File: src/rtl/aes_pkg.sv
// rtl/aes_pkg.sv - shared AES key-schedule types, mode encoding and GF(2^8) helpers
package aes_pkg;

   localparam logic [1:0] MODE_128 = 2'b00;
   localparam logic [1:0] MODE_192 = 2'b01;
   localparam logic [1:0] MODE_256 = 2'b10;

   typedef logic [31:0] word_t;

   typedef enum logic [1:0] {ST_IDLE, ST_GEN, ST_DRAIN} ks_state_e;

   // Reserved mode 2'b11 falls back to AES-128.
   function automatic logic [3:0] nk_of(input logic [1:0] mode);
      case (mode)
         MODE_192: return 4'd6;
         MODE_256: return 4'd8;
         default:  return 4'd4;
      endcase
   endfunction

   function automatic logic [3:0] nr_of(input logic [1:0] mode);
      case (mode)
         MODE_192: return 4'd12;
         MODE_256: return 4'd14;
         default:  return 4'd10;
      endcase
   endfunction

   function automatic logic [7:0] xtime(input logic [7:0] b);
      return {b[6:0], 1'b0} ^ (b[7] ? 8'h1b : 8'h00);
   endfunction

endpackage

File: src/rtl/aes_sbox.sv
// rtl/aes_sbox.sv - AES forward S-box: GF(2^8) inverse followed by the affine map
module aes_sbox
   import aes_pkg::*;
(
   input  logic [7:0] in_i,
   output logic [7:0] out_o
);

   function automatic logic [7:0] gf_mul(input logic [7:0] a, input logic [7:0] b);
      logic [7:0] p;
      logic [7:0] aa;
      p  = 8'h00;
      aa = a;
      for (int n = 0; n < 8; n++) begin
         if (b[n]) p = p ^ aa;
         aa = xtime(aa);
      end
      return p;
   endfunction

   // x^254 is the multiplicative inverse, and maps 0 to 0 as the S-box requires.
   function automatic logic [7:0] gf_inv(input logic [7:0] x);
      logic [7:0] r;
      r = 8'h01;
      for (int n = 7; n >= 0; n--) begin
         r = gf_mul(r, r);
         if (n != 0) r = gf_mul(r, x);
      end
      return r;
   endfunction

   logic [7:0] inv;

   always_comb begin
      inv   = gf_inv(in_i);
      out_o = inv ^ {inv[6:0], inv[7]} ^ {inv[5:0], inv[7:6]}
            ^ {inv[4:0], inv[7:5]} ^ {inv[3:0], inv[7:4]} ^ 8'h63;
   end

endmodule

File: src/rtl/key_word_gen.sv
// rtl/key_word_gen.sv - combinational next-word rule of the AES key expansion
module key_word_gen
   import aes_pkg::*;
(
   input  word_t      w_prev_i,
   input  word_t      w_nk_i,
   input  logic [2:0] k_i,
   input  logic [3:0] nk_i,
   input  logic [7:0] rcon_i,
   output word_t      w_o
);

   word_t sb_in;
   word_t sb_out;
   word_t t;

   assign sb_in = (k_i == 3'd0) ? {w_prev_i[23:0], w_prev_i[31:24]} : w_prev_i;

   for (genvar b = 0; b < 4; b++) begin : g_sbox
      aes_sbox u_sbox (
         .in_i  (sb_in[8*b +: 8]),
         .out_o (sb_out[8*b +: 8])
      );
   end

   always_comb begin
      t = w_prev_i;
      if (k_i == 3'd0) begin
         t = sb_out ^ {rcon_i, 24'h000000};
      end else if (nk_i == 4'd8 && k_i == 3'd4) begin
         t = sb_out;
      end
      w_o = w_nk_i ^ t;
   end

endmodule

File: config.mk
export PLATFORM = sky130hd
export DESIGN_NAME = key_word_gen
export DESIGN_NICKNAME = d
export VERILOG_FILES = /design/src/rtl/aes_pkg.sv /design/src/rtl/aes_sbox.sv /design/src/rtl/key_word_gen.sv
export SDC_FILE = /design/constraint.sdc
export NUM_CORES = 2
export LEC_CHECK = 0
export BUFFER_PORTS_ARGS = -buffer_cell sky130_fd_sc_hd__buf_4
export CORE_MARGIN = 4
export CORE_UTILIZATION = 25
export DETAILED_ROUTE_END_ITERATION = 10
export PLACE_DENSITY_LB_ADDON = 0.05
export REMOVE_ABC_BUFFERS = 1
export SYNTH_ARGS = -nofsm -noshare
export SYNTH_HDL_FRONTEND = slang
export SYNTH_SLANG_ARGS = --single-unit
File: constraint.sdc
create_clock -name vclk -period 96.1
set_input_delay 28.83 -clock vclk [all_inputs]
set_output_delay 28.83 -clock vclk [all_outputs]
set_load 0.02 [all_outputs]
# Word-level counts from Yosys, hierarchy flattened
# Index checks and enable logic that the tools add are counted.
# Widths: inputs -> output; s select.
# op_classes
addsub	0
multipliers	0
div_mod_pow	0
n_lt_le_gt_ge	0
n_eq_ne	2
shifts	0
mux	815
bitwise_logic	778
reduce_logical	2
# ops
cell	n
$xor 8x8->8	744
$mux 8	420
$mux 5	368
$mux 32	3
$xor 32x32->32	2
$mux 7	4
$not 1->1 const A	28
$mux 6	4
$mux 4	4
$not 4->4	4
$mux 3	4
$mux 2	4
$eq 4x4->1 const B	1
$mux 1	4
$eq 3x3->1 const B	1
$logic_not 3->1	1
$logic_and 1x1->1	1
# totals
reg_bits	0
latchBits	0
mem_bits_rw	0
romBits	0
inputBits	79
out_inout_bits	32
word_cells	1597
n_memories	0

# Logic depth before layout (Yosys ltp)
# logic_depth
depth_word	226
mapped_depth	95
ltp_nobuf	79

# Modules after synthesis
# A second synthesis with hierarchy kept.
# hier_totals
cells_unflattened	7397
area_unflattened_um2	60481.8
# modules_own_cells
mod	n_inst	cells_each	area_each_um2	seq_area_each_um2
aes_sbox	4	1801	14800.4	0.0
key_word_gen	1	193	1280.0	0.0

# Worst setup path after synthesis
# No wires, ideal clock.
# synth_timing
path_kind	input port to output port
startpoint	input port w_prev_i[24]
endpoint	output port w_o[28]
arrival_time_ns	50.189
t_required_ns	67.270
setup_slack_ns	17.081
path_stages	84
path_buffers	12
cell_sequence	clkbuf_1 > xor3_1 > o22ai_1 > xnor2_1 > xnor3_2 > xnor2_1 > buf_2 > a211oi_1 > a211o_1 > and2_1 > buf_2 > clkinv_2 > ha_1 > xor2_1 > xnor2_1 > nor2b_1 > xnor3_1 > xnor2_2 > [48 not listed] > nor2_1 > mux2_1 > a22oi_1 > xnor2_1 > xnor2_1 > xnor3_1 > buf_2 > ha_1 > xor3_1 > mux2i_1 > xnor3_1 > xnor2_2 > xnor2_1 > xnor2_4 > or4b_1 > o221a_2 > o211ai_1 > xnor2_1
# synth_via
elab_chain_len	217
# synth_rtl
element	line_no	text
from (decl)	key_word_gen.sv:5	input word_t w_prev_i,
$mux 32 *	key_word_gen.sv:17	assign sb_in = (k_i == 3'd0) ? {w_prev_i[23:0], w_prev_i[31:24]} : w_prev_i;
$mux 1	aes_sbox.sv:15	if (b[n]) p = p ^ aa;
$mux 2	aes_sbox.sv:15	
$mux 3	aes_sbox.sv:15	
$mux 4	aes_sbox.sv:15	
$mux 5	aes_sbox.sv:15	
$mux 6	aes_sbox.sv:15	
$mux 7	aes_sbox.sv:15	
[200 not listed]	--	
$xor 8x8->8	aes_sbox.sv:15	
$mux 8 *	aes_sbox.sv:15	
$xor 8x8->8 (2 in series)	aes_sbox.sv:36	out_o = inv ^ {inv[6:0], inv[7]} ^ {inv[5:0], inv[7:6]}
$xor 8x8->8	aes_sbox.sv:37	^ {inv[4:0], inv[7:5]} ^ {inv[3:0], inv[7:4]} ^ 8'h63;
$xor 8x8->8 *	aes_sbox.sv:37	
$mux 32 or $xor 32x32->32 (tied branches)	key_word_gen.sv:30, key_word_gen.sv:29	
$mux 32 *	key_word_gen.sv:28	if (k_i == 3'd0) begin
$xor 32x32->32 *	key_word_gen.sv:33	w_o = w_nk_i ^ t;
to (decl)	key_word_gen.sv:10	output word_t w_o
# Mark *: on every way between the ends. The rest lies on a longest branch, timed or not.

# Worst setup path in the final report
# layout_timing
startpoint	input port k_i[2]
endpoint	output port w_o[23]
# layout_via
elab_chain_len	218
# layout_rtl
element	line_no	text
from (decl)	key_word_gen.sv:7	input logic [2:0] k_i,
$logic_not 3->1	key_word_gen.sv:17, key_word_gen.sv:28	
$mux 32	key_word_gen.sv:17	
$mux 1	aes_sbox.sv:15	
$mux 2	aes_sbox.sv:15	
$mux 3	aes_sbox.sv:15	
$mux 4	aes_sbox.sv:15	
$mux 5	aes_sbox.sv:15	
$mux 6	aes_sbox.sv:15	
[200 not listed]	--	
$mux 8	aes_sbox.sv:15	
$xor 8x8->8	aes_sbox.sv:15	
$mux 8	aes_sbox.sv:15	
$xor 8x8->8 (2 in series)	aes_sbox.sv:36	
$xor 8x8->8 (2 in series)	aes_sbox.sv:37	
$mux 32 or $xor 32x32->32 (tied branches)	key_word_gen.sv:30, key_word_gen.sv:29	
$mux 32 *	key_word_gen.sv:28	
$xor 32x32->32 *	key_word_gen.sv:33	
# Marks and branches as above.

==> results.md <==
- Pre-CTS WS: ~10 ns
- Mean routed wirelength per cell: 23.7 µm
- Area share of the largest cell type after synthesis: 0.188
- CLK BUF: 0
- Placeable core area: approximately 240,000 µm²
- WP data arrival: approximately 57 ns
- Number of buffer cells added on primary ports: 111
- Buffers inserted by post-CTS timing repair: 0
- Peak fanout along the critical path: a little under 60
- Tightest hold margin: approximately 58 ns
- Row count: 179
- Fraction of layout cells with a size suffix above 1: 0.110
- Critical path startpoint category: input port
- Total GRT Usage: 0.190
- Num sequential: 0
- Post-cts hold buffer count: 0
- Die height: a little under 500 µm
- Number of max-cap violations: 0
- Via count of the first global-routing pass: ~53,000
- Setup-violating endpoint count in the final report: 0
- Register area: 0 µm²
- Total number of nets in the final design: approximately 7,400
- Pin count of the biggest net entering global routing: between 50 and 60
- Effective utilization at floorplan: 0.251
- Cell count after placement: between 10,000 and 15,000
- Hold violation count in the final report: 0
- Type of the worst setup path: in2out
- Avg Synthesized Cell Area: between 7 and 8 µm²
- Total number of vias: about 53,000
- Critical-path top delay cell: sky130_fd_sc_hd__xnor3_1
- Most area-consuming cells after synthesis: sky130_fd_sc_hd__xnor2_1 (19%), sky130_fd_sc_hd__xnor3_1 (13%), sky130_fd_sc_hd__xor2_1 (7.6%), sky130_fd_sc_hd__nor2_1 (6.2%), sky130_fd_sc_hd__mux2i_1 (4.6%)
- Number of I/O pins: about 110
- Sequential fraction of the synthesis area: 0
- Number of gates given a new drive strength after cts: 0
- Fmax achieved: 0.0117 GHz
- Crit path top cell by count: sky130_fd_sc_hd__xnor2_1
- Result of the run: complete, no violations
- Most frequent cells after synthesis: sky130_fd_sc_hd__xnor2_1 (1,288), sky130_fd_sc_hd__nor2_1 (991), sky130_fd_sc_hd__nand2_1 (699), sky130_fd_sc_hd__xor2_1 (522), sky130_fd_sc_hd__a21oi_1 (370)
- Remaining Overflow, GRT: 0
- Sum Neg Setup Slack: 0 ns
- Kind of path behind the tightest hold check: in2out
- Relative area change from synthesis to final layout: 5.25%
- Share of the clock period used by the worst path: 0.890
- Die boundary width: between 400 and 500 µm
- Setup repair after global routing missed its margin: no
- Via-per-instance ratio: between 5 and 6
- Area leader, netlist: sky130_fd_sc_hd__xnor2_1
- Drt initial violations: 3,566
- Final min period: 85.50 ns
- Slowest Stage Delay on Critical Path: 1.03 ns
- Crit. End Element: output port
- Distinct cell type count after synthesis: approximately 140
- Full die area: about 250,000 µm²
- Number of search-and-repair iterations in the first detailed-routing pass: 6
- DRC viols: 0
- Cell count after synthesis: about 7,600
- Drt total wl: ~250,000 µm
- Warnings from Yosys: 0
- Estimated wirelength of the detail-placed design: between 150,000 and 200,000 µm
- Netlist area before placement: around 60,000 µm²
- Antenna violations before repair: 20
- RD Place Congestion: 0.802
- Number of cells traversed by the worst hold path: 3
- Slew margin rel.: 0.106
- Most frequent cell after synthesis: sky130_fd_sc_hd__xnor2_1
- First-pass GRT wire length: about 370,000 µm
- Max-slew violation total from the final report: 0
- Required time of the critical path: between 60 and 70 ns
- Antenna violation net count after detailed routing: 0
- Slew at the pin closest to its max-slew limit: about 1.3 ns
- Layout Cells excl Fill: ~10,000
- Post-route setup slack: 10.60 ns
-- routing by layer --
metal  part of all wire  global-route usage  vias up  wire, µm
met5                  0                   0        -         0
met4              0.015              0.0276        0      3620
met3              0.021             0.00276      154      5180
met2               0.48               0.329      976    119000
met1               0.48               0.268    26500    119000
li1                   -                   -    25800         -
-- final timing paths --
kind	from	endpoint	slack [ns]
max	k_i[2]	w_o[23]	10.60
min	w_nk_i[20]	w_o[20]	57.94
-- per-stage QoR --
stage / utilization / cell area [µm²]
2_1_floorplan: - / 56400
3_3_place_gp: 0.265 / 63000
3_5_place_dp: 0.265 / 63000
4_1_cts: 0.265 / 63000
5_1_grt: 0.265 / 63000
6_report: 0.265 / 63000
-- worst max-delay path, delay by kind of cell --
kind / cells / cell delay, ns
compound gates: 7 / 1.72
simple gates: 13 / 1.86
xor+xnor: 43 / 16.88
fa+ha+maj: 5 / 2.08
buf+inv: 13 / 4.09
mux: 4 / 1.07
-- layout make-up --
cell class	count	area, µm²
Inverter	84	318
Multi-Input combinational cell	6875	56500
Tap cell	3167	3960
Timing Repair Buffer	292	2190
Antenna cell	8	20.0
Fill cell	26000	175000
-- logic make-up after synthesis --
kind of cell | count (synthesis) | synth area share
and+or+nand+nor | 2439 | 0.182
AOI/OAI and AO/OA | 1555 | 0.178
muxes | 361 | 0.0636
buffers and inverters | 695 | 0.0631
xor gates and xnor gates | 2495 | 0.508
adders and majority gates | 25 | 0.00518
-- cells in the final DEF (no fill, tap or decap), drive strengths merged, types with 22 or more instances in the layout --
cell type / count
or3: 31
o211ai: 50
o21ai: 329
nor4: 25
inv: 79
mux2i: 290
nor3b: 23
nor2: 1001
xnor2: 1453
xnor3: 395
nand2: 700
xor2: 573
a31oi: 63
ha: 24
a22oi: 58
nand4: 28
buf: 292
o221ai: 49
and3: 40
a21oi: 382
o31ai: 22
and2: 56
a222oi: 25
nor2b: 46
a21o: 26
xor3: 74
nand2b: 54
o22ai: 135
nand3: 141
mux2: 69
a221oi: 55
a211oi: 78
o21a: 25
or2: 29
nor3: 185
Power is left out: the tool's default activity adds up to more than one toggle a clock period on the data nets, which glitch-free logic cannot reach.
